===== config.mk =====
export PLATFORM = sky130hd
export DESIGN_NAME = btn_debounce
export DESIGN_NICKNAME = d
export VERILOG_FILES = /design/src/rtl/btn_debounce_pkg.sv /design/src/rtl/btn_sync2.sv /design/src/rtl/btn_debounce.sv
export SDC_FILE = /design/constraint.sdc
export NUM_CORES = 1
export LEC_CHECK = 0
export CORE_UTILIZATION = 60
export CTS_BUF_LIST = sky130_fd_sc_hd__clkbuf_8
export DETAILED_ROUTE_END_ITERATION = 8
export GPL_TIMING_DRIVEN = 0
export PLACE_DENSITY = 0.82
export SLEW_MARGIN = 25
export SYNTH_ARGS = -nofsm -noshare
export SYNTH_HDL_FRONTEND = slang
export SYNTH_SLANG_ARGS = --single-unit

===== constraint.sdc =====
create_clock -name clk_100Mhz -period 5 [get_ports clk_100Mhz]
set_input_delay 1 -clock clk_100Mhz [delete_from_list [all_inputs] [get_ports clk_100Mhz]]
set_output_delay 1 -clock clk_100Mhz [all_outputs]
set_load 0.03 [all_outputs]

===== src/rtl/btn_debounce_pkg.sv =====
// Shared types and default timing constants for the push-button debouncer.
// Consumers import btn_debounce_pkg::* to use the state enum in debug paths.
package btn_debounce_pkg;

    typedef enum logic [1:0] {
        IDLE         = 2'd0,
        PRESS_WAIT   = 2'd1,
        PRESSED      = 2'd2,
        RELEASE_WAIT = 2'd3
    } btn_state_t;

    localparam int STABLE_TICKS_DEF = 20;
    localparam int LONG_TICKS_DEF   = 1000;
    localparam int CNT_W_DEF        = 10;

endpackage


===== src/rtl/btn_sync2.sv =====
// Two-flop synchronizer for asynchronous pin inputs; both stages clear to 0
// on synchronous active-low reset.
module btn_sync2 (
    input  logic i_clk,
    input  logic i_rst_n,
    input  logic i_d,
    output logic o_q
);

    logic r_meta;
    logic r_sync;

    always_ff @(posedge i_clk) begin
        if (!i_rst_n) begin
            r_meta <= 1'b0;
            r_sync <= 1'b0;
        end else begin
            r_meta <= i_d;
            r_sync <= r_meta;
        end
    end

    assign o_q = r_sync;

endmodule


===== src/rtl/btn_debounce.sv =====
// Tick-driven button debouncer with registered level and press/release pulses.
// Define BTN_DEBOUNCE_LONG_PRESS_EN to build the hold counter behind long_press.
module btn_debounce
    import btn_debounce_pkg::*;
#(
    parameter int STABLE_TICKS = STABLE_TICKS_DEF,
    parameter int LONG_TICKS   = LONG_TICKS_DEF,
    parameter int CNT_W        = CNT_W_DEF
) (
    input  logic       clk_100Mhz,
    input  logic       rst_n,
    input  logic       tick,
    input  logic       btn_raw,
    output logic       btn_level,
    output logic       btn_pressed,
    output logic       btn_released,
    output logic       long_press,
    output btn_state_t o_dbg_state
);

    localparam int MAX_TICKS = (STABLE_TICKS > LONG_TICKS) ? STABLE_TICKS : LONG_TICKS;
    localparam logic [CNT_W-1:0] STABLE_LAST = CNT_W'(STABLE_TICKS - 1);

    if ((64'd1 << CNT_W) <= 64'(MAX_TICKS - 1)) begin : g_bad_cnt_w
        $error("btn_debounce: CNT_W too narrow for STABLE_TICKS/LONG_TICKS");
    end

    logic       w_btn_s;
    btn_state_t r_state;
    logic [CNT_W-1:0] r_cnt;
    logic       r_level;
    logic       r_pressed;
    logic       r_released;

    btn_sync2 u_sync (
        .i_clk   (clk_100Mhz),
        .i_rst_n (rst_n),
        .i_d     (btn_raw),
        .o_q     (w_btn_s)
    );

    // A change of btn_s always wins over a coincident tick in the wait states.
    always_ff @(posedge clk_100Mhz) begin
        if (!rst_n) begin
            r_state    <= IDLE;
            r_cnt      <= '0;
            r_level    <= 1'b0;
            r_pressed  <= 1'b0;
            r_released <= 1'b0;
        end else begin
            r_pressed  <= 1'b0;
            r_released <= 1'b0;
            case (r_state)
                IDLE: begin
                    if (w_btn_s) begin
                        r_state <= PRESS_WAIT;
                        r_cnt   <= '0;
                    end
                end
                PRESS_WAIT: begin
                    if (!w_btn_s) begin
                        r_state <= IDLE;
                        r_cnt   <= '0;
                    end else if (tick) begin
                        if (r_cnt == STABLE_LAST) begin
                            r_state   <= PRESSED;
                            r_cnt     <= '0;
                            r_level   <= 1'b1;
                            r_pressed <= 1'b1;
                        end else begin
                            r_cnt <= r_cnt + CNT_W'(1);
                        end
                    end
                end
                PRESSED: begin
                    if (!w_btn_s) begin
                        r_state <= RELEASE_WAIT;
                        r_cnt   <= '0;
                    end
                end
                RELEASE_WAIT: begin
                    if (w_btn_s) begin
                        r_state <= PRESSED;
                        r_cnt   <= '0;
                    end else if (tick) begin
                        if (r_cnt == STABLE_LAST) begin
                            r_state    <= IDLE;
                            r_cnt      <= '0;
                            r_level    <= 1'b0;
                            r_released <= 1'b1;
                        end else begin
                            r_cnt <= r_cnt + CNT_W'(1);
                        end
                    end
                end
                default: begin
                    r_state <= IDLE;
                    r_cnt   <= '0;
                end
            endcase
        end
    end

`ifdef BTN_DEBOUNCE_LONG_PRESS_EN
    localparam logic [CNT_W-1:0] LONG_LAST = CNT_W'(LONG_TICKS - 1);

    logic             w_press_accept;
    logic [CNT_W-1:0] r_hold;
    logic             r_long_done;
    logic             r_long;

    assign w_press_accept = (r_state == PRESS_WAIT) && w_btn_s && tick && (r_cnt == STABLE_LAST);

    // Hold count survives RELEASE_WAIT so a release glitch resumes it; only a new press clears it.
    always_ff @(posedge clk_100Mhz) begin
        if (!rst_n) begin
            r_hold      <= '0;
            r_long_done <= 1'b0;
            r_long      <= 1'b0;
        end else begin
            r_long <= 1'b0;
            if (w_press_accept) begin
                r_hold      <= '0;
                r_long_done <= 1'b0;
            end else if ((r_state == PRESSED) && tick) begin
                if (r_hold != LONG_LAST) begin
                    r_hold <= r_hold + CNT_W'(1);
                end else if (!r_long_done) begin
                    r_long      <= 1'b1;
                    r_long_done <= 1'b1;
                end
            end
        end
    end

    assign long_press = r_long;
`else
    assign long_press = 1'b0;
`endif

    assign btn_level    = r_level;
    assign btn_pressed  = r_pressed;
    assign btn_released = r_released;
    assign o_dbg_state  = r_state;

endmodule


Yosys cells after proc, flatten, opt, wreduce, memory -nomap -nowiden:

Cells that the tools add are included.
W data, S select, Z words.

* register bits: 17
* bits of input ports: 4
* output and inout port bits: 6
* word-level logic and storage cells: 58

* add/sub/neg operators: 1
* equality and inequality tests: 16
* muxes and demuxes: 25
* bitwise logic cells: 2
* reductions and logical operators: 7

Operators by type and width (number)
* $mux W10: 6
* $pmux W10 S4: 1
* $mux W2: 8
* $ne A2 B2 Y1 const B: 6
* $add A10 B1 Y10 const B: 1
* $eq A10 B5 Y1 const B: 1
* $mux W1: 8
* $pmux W2 S4: 1
* $reduce_and A7 Y1: 1
* $ne A3 B2 Y1 const B: 2
* $ne A3 B3 Y1 const B: 2
* $reduce_and A6 Y1: 1
* $eq A2 B2 Y1 const B: 2
* $ne A2 B1 Y1 const B: 2
* $reduce_and A3 Y1: 1
* $reduce_or A3 Y1: 1
* $eq A2 B1 Y1 const B: 1
* $logic_not A2 Y1: 1
* $not A1 Y1: 2
* $pmux W1 S2: 1
* $reduce_and A2 Y1: 1
* $reduce_bool A2 Y1: 1

Longest topological paths before layout:

Gate-level depths: netlist of run 1.

* word-level depth: 5
* depth in mapped cells: 5

Modules after synthesis:

Synthesis of run 1 repeated with hierarchy kept, for this count alone.

* cell total of the unflattened synthesis: 92
* area, all modules: 835.8 µm²

By module, submodules not included
* btn_debounce: instances 1, cells an instance 88, area an instance 783.3 µm²
* btn_sync2: instances 1, cells an instance 4, area an instance 52.6 µm²

Least setup slack after synthesis of run 1:

OpenSTA, ideal clock, no wires.

* kind: input to register
* start point: input port tick
* end point: register r_cnt[9]
* setup time: 75 ps
* arrival time: 1815 ps
* required time: 4925 ps
* path slack: 3110 ps
* stages on the path: 4
* path through: and4_1 o21ai_0 or3_1 a21oi_1

* word-level cells in the longest chain between the ends: 3
* elaborated cells between the ends (all ways): 4
* those cells by class: 4 x mux

Ends and longest elaborated chain
* start, declared: line btn_debounce.sv:12 `input logic tick,`
* $mux W10 *
* $mux W10 (on tied branches)
* $pmux W10 S4 *
* end signal, assigned: line btn_debounce.sv:71 `r_cnt <= r_cnt + CNT_W'(1);`
* end signal, assigned: line btn_debounce.sv:92 `r_cnt <= r_cnt + CNT_W'(1);`
* end, declared: line btn_debounce.sv:30 `logic [CNT_W-1:0] r_cnt;`

Mark *: on every way between the ends. The rest lies on a longest branch, timed or not.
A chain may end at the register's enable or synchronous reset.

Final worst setup path of run 1:

Ends and elaborated chain as after synthesis.

==> results.yml, run 1 <==
timing:
  fmax_mhz: 405
  worstMarginPinSlew_ps: 694
  min_period_ps: 2470
  setup_viol: 0
  period_share: 0.494
  finalMaxSlewViolations: 0
  fin_ws_ps: 2530
  whs_ps: 437
  fin_tns_setup_ps: 0
  rsz0062_at_grt: "no"
  hold_violations: 0
  skew_ps: 2.44
  slew_headroom: 0.537
route:
  wl_mm: 1.65
  avgRoutedWirePerCell_um: 14.8
  num_vias: 713
  antenna_left: 0
  firstDrtPassIters: 4
  drc: 0
  dr.first_iter.drc_count: 21
  vias_per_cell: 6.37
yosys:
  synth_top_area_frac: 0.418
  synth_warnings: 0
  synth.area.top_cells: "dfxtp_1 42%, xor2_1 5.4%, o21ai_0 4.3%"
  yosysTopAreaCell: "dfxtp_1"
  postSynthCellCount: 86
  ys_seq_area_frac: 0.418
  async_flop_share: 0
  syn_area_sq_um: 813
  ys_ff_latch: 17
  synth.distinct_cells: 33
  synthFlopType: "dfxtp_1"
  synth_edf_count: 0
  syn-num-nets: 91
  synth_area_per_cell_sq_um: 9.46
cts:
  path_clk_slew_ps: 60
  htreeDepth: 1
  ctsResizeCount: 0
  numCtsBuffers: 3
  worstSkewPairLatency_ps: 250
  cts_setup_buffers: 0
  clk_path_buf_depth: 2
  cts-root-buf: "clkbuf_8"
  ctsHoldBuffers: 0
  cts_sinks: 17
  cts_tree: "yes"
power:
  vdd_ir_drop_max_uv: 177
  leakagePower_nw: 0.331
  power_density_mw_per_mm2: 267
  p_total_mw: 0.255
place:
  portBuffers: 8
  hpwl_mm: 1.19
  post-place-cells: 108
  place_ws_ps: 2260
  gp_congestion: 0.834
final_layout:
  area_growth_pct: 17.5
  layout_common_cells: "17 x dfxtp_1, 8 x clkdlybuf4s50_1, 7 x nor2_1, 7 x o21ai_0"
  nNetsFinal: 104
  drive_gt1_frac: 0.102
  stdcell_count: 112
  mostFrequentLayoutCell: "dfxtp_1"
  antennaDiodeCount: 0
worst_setup_path:
  crit_fanout: 8
  worstSetupPathType: "in2reg"
  cp-start-kind: "input pin"
  critPathArrivalTime_ps: 2640
  endpoint_kind: "flip-flop"
  crit_required_ps: 5170
global_routing:
  grt_pass1_wl_mm: 2.79
  gr-total-overflow: 0
  antenna_found_initial: 0
  grt_max_degree: 11
  grt_use_total: 0.277
  grt_pass1_vias: 663
run:
  cap_violations: 0
floorplanning:
  io_pins: 10
  start_util: 0.686
  core_sq_mm: 0.00119
  dieHeight_um: 38.8
  dieArea_sq_mm: 0.00151
  rows: 12
  dieWidth_um: 38.8
outcome:
  status: "completed"
min_path:
  min_path_type: "reg2reg"
==> power by group <==
group          total [mW]  internal (mW)  switching (mW)
Combinational      0.0171        0.00702          0.0101
Sequential          0.139          0.137         0.00175
Clock              0.0984         0.0544          0.0440
==> final timing paths <==
kind	startpoint	endpoint	slack (ps)	depth (start not counted)
max	tick	r_cnt[9]	2530	5
min	u_sync.r_meta	u_sync.o_q	440	1
max reg2reg	flip-flop	r_cnt[5]	3100	4
min reg2reg	u_sync.r_meta	u_sync.o_q	440	1
==> layout make-up <==
| type | count | area, sq um |
|---|---|---|
| fill | 80 | 230 |
| inverter | 2 | 7.51 |
| buffer | 2 | 11.3 |
| timing repair buffer | 8 | 80.1 |
| clock buffer | 3 | 41.3 |
| clock inverter | 1 | 3.75 |
| tap | 14 | 17.5 |
| multi-input combinational | 65 | 454 |
| sequential | 17 | 340 |
==> through the flow <==
stage | utilization | cell area (sq um)
floorplan | - | 813
global placement | 0.768 | 911
detailed placement | 0.768 | 911
CTS | 0.806 | 956
global route | 0.806 | 956
finish | 0.806 | 956
==> synthesized netlist by cell type, types with 2 or more instances <==
cell type	count
or3_1	3
nand3_1	2
and4_1	2
nand4b_1	2
nor2_1	7
o2111ai_1	2
o21ai_0	7
nand2_1	2
xor2_1	5
nor3b_1	3
a21oi_1	5
mux2i_1	2
and2_1	4
inv_1	2
o211ai_1	3
nor3_1	2
dfxtp_1	17
==> critical path, stage by stage <==
cell	delay (ps)
clkdlybuf4s50_1	640
and4_1	320
o21ai_0	170
or3_1	380
a21oi_1	130
==> metal layers <==
metal	routed length, um	track usage	vias up
li1	-	-	342
met2	766	0.467	34
met4	51	0.181	0
met5	0	0	-
met3	105	0.0347	6
met1	729	0.325	331
==> kinds of logic after synthesis <==
kind of cell | count (synthesis) | synth area share
and+or+nand+nor | 35 | 0.282
other | 1 | 0.00461
muxes | 2 | 0.0246
adders and majority gates | 1 | 0.0154
AOI/OAI and AO/OA | 19 | 0.148
buffers and inverters | 4 | 0.0231
xor gates and xnor gates | 7 | 0.0846
DFF | 17 | 0.418
==> sequential cells by signal (all words and copies together), names as in the netlist, named ones only <==
register	flops
r_cnt	10
btn_level	1
btn_pressed	1
btn_released	1
o_dbg_state	1
u_sync.o_q	1
u_sync.r_meta	1
No activity file was read; power rests on OpenSTA's default activity.
==> run 2, diff against run 1 <==
CORE_UTILIZATION = 56   (was 60)
PLACE_DENSITY = 0.77   (was 0.82)
clock period = 2.57 ns   (was 5 ns; I/O delays follow)
==> results.yml, run 2 (same netlist as run 1, synthesis figures left out) <==
worst_setup_path:
  r2r_setup_slack_ps: 630
  crit_fanout: 8
  timing.rr.start: "r_cnt[0]"
  r2r_cells: 5
  worstSetupPathType: "in2reg"
  rr_endpoint: "btn_level"
  crit_required_ps: 2670
  endpoint_kind: "flip-flop"
  cp-start-kind: "input pin"
  critPathArrivalTime_ps: 2090
timing:
  finalMaxSlewViolations: 0
  period_share: 0.774
  fmax_mhz: 503
  hold_violations: 0
  setup_viol: 0
  slew_headroom: 0.522
  worstMarginPinSlew_ps: 716
  skew_ps: 4.87
  min_period_ps: 1990
  fin_tns_setup_ps: 0
  rsz0062_at_grt: "no"
route:
  firstDrtPassIters: 4
  vias_per_cell: 6.13
  met2_length_um: 728
  avgRoutedWirePerCell_um: 14.2
  wl_met1_um: 766
  antenna_left: 0
  drc: 0
  wl_mm: 1.61
  wl_met3_um: 99
  num_vias: 693
  dr.first_iter.drc_count: 14
  top_layer: "met4"
cts:
  clk_path_buf_depth: 2
  htreeDepth: 1
  ctsResizeCount: 0
  cts-root-buf: "clkbuf_8"
  numCtsBuffers: 3
  cts_tree: "yes"
  ctsHoldBuffers: 0
  worstSkewPairLatency_ps: 250
  cts_sinks: 17
  cts_setup_buffers: 0
  path_clk_slew_ps: 70
place:
  portBuffers: 8
  hpwl_mm: 1.11
  placedInstanceArea_sq_um: 912
  gp_congestion: 0.804
  post-place-cells: 109
outcome:
  status: "completed"
floorplanning:
  start_util: 0.610
  io_pins: 10
  dieWidth_um: 40.1
  core_sq_mm: 0.00133
  rows: 13
  dieHeight_um: 40.1
  dieArea_sq_mm: 0.00161
final_layout:
  regMostFlops: "r_cnt"
  nNetsFinal: 104
  stdcell_count: 113
  final_area_sq_um: 958
  regArea_sq_um: 340
  multi_input_area_sq_um: 454
  layout_common_cells: "17 x dfxtp_1, 8 x clkdlybuf4s50_1, 7 x nor2_1, 7 x o21ai_0"
  area_growth_pct: 17.8
  num-fill-cells: 109
  drive_gt1_frac: 0.112
  antennaDiodeCount: 0
  mostFrequentLayoutCell: "dfxtp_1"
  largest_reg_flops: 10
global_routing:
  grt_pass1_wl_mm: 2.48
  grt_max_degree: 11
  grt_pass1_vias: 610
  gr-total-overflow: 0
  antenna_found_initial: 0
  grt_use_total: 0.234
power:
  leakagePower_nw: 0.329
  p_total_mw: 0.502
  vdd_ir_drop_max_uv: 343
  power_density_mw_per_mm2: 524
min_path:
  hold_start: "u_sync.r_meta"
  min_path_cells: 1
  hold_end: "u_sync.o_q"
  min_path_type: "reg2reg"
run:
  cap_violations: 0
[run 2: area by class of cell]
class	instances	share of cell area
Buffer	2	0.0117
Clock buffer	3	0.0431
Clock inverter	1	0.00522
Inverter	2	0.00783
Multi-Input combinational cell	65	0.474
Sequential cell	17	0.355
Tap cell	15	0.0196
Timing Repair Buffer	8	0.0836
[run 2: routing by layer]
| metal | track usage | vias to the layer above |
|---|---|---|
| met3 | 0.0333 | 2 |
| met4 | 0.129 | 0 |
| met5 | 0 | - |
| li1 | - | 344 |
| met2 | 0.379 | 25 |
| met1 | 0.295 | 322 |
[run 2: metrics by stage]
| step | utilization | hold slack (ps) | setup slack, ps |
|---|---|---|---|
| floorplan | - | 412 | 832 |
| global placement | 0.684 | 415 | 417 |
| detailed placement | 0.684 | 421 | 401 |
| CTS | 0.719 | 437 | 597 |
| global route | 0.719 | 457 | 512 |
| finish | 0.719 | 435 | 580 |
[run 2: power breakdown]
part           internal (mW)  total (mW)  switching, mW
clock                  0.107       0.198         0.0904
combinational         0.0137      0.0339         0.0202
sequential             0.267       0.271        0.00330
total                  0.388       0.502          0.114
[run 2: worst max-delay path by stage]
stage | startpoint | slack (ps) | depth (start not counted) | end
floorplan | r_cnt[0] | 830 | 5 | btn_level
finish | tick | 580 | 4 | r_cnt[7]
global placement | tick | 420 | 5 | r_cnt[9]
global route | tick | 510 | 4 | r_cnt[2]
CTS | flip-flop | 600 | 1 | o_dbg_state[1]
detailed placement | tick | 400 | 4 | r_cnt[2]
[run 2: critical path, stage by stage]
cell	delay (ps)
clkdlybuf4s50_1	630
o21ai_0	200
o221ai_1	620
nor2_1	120
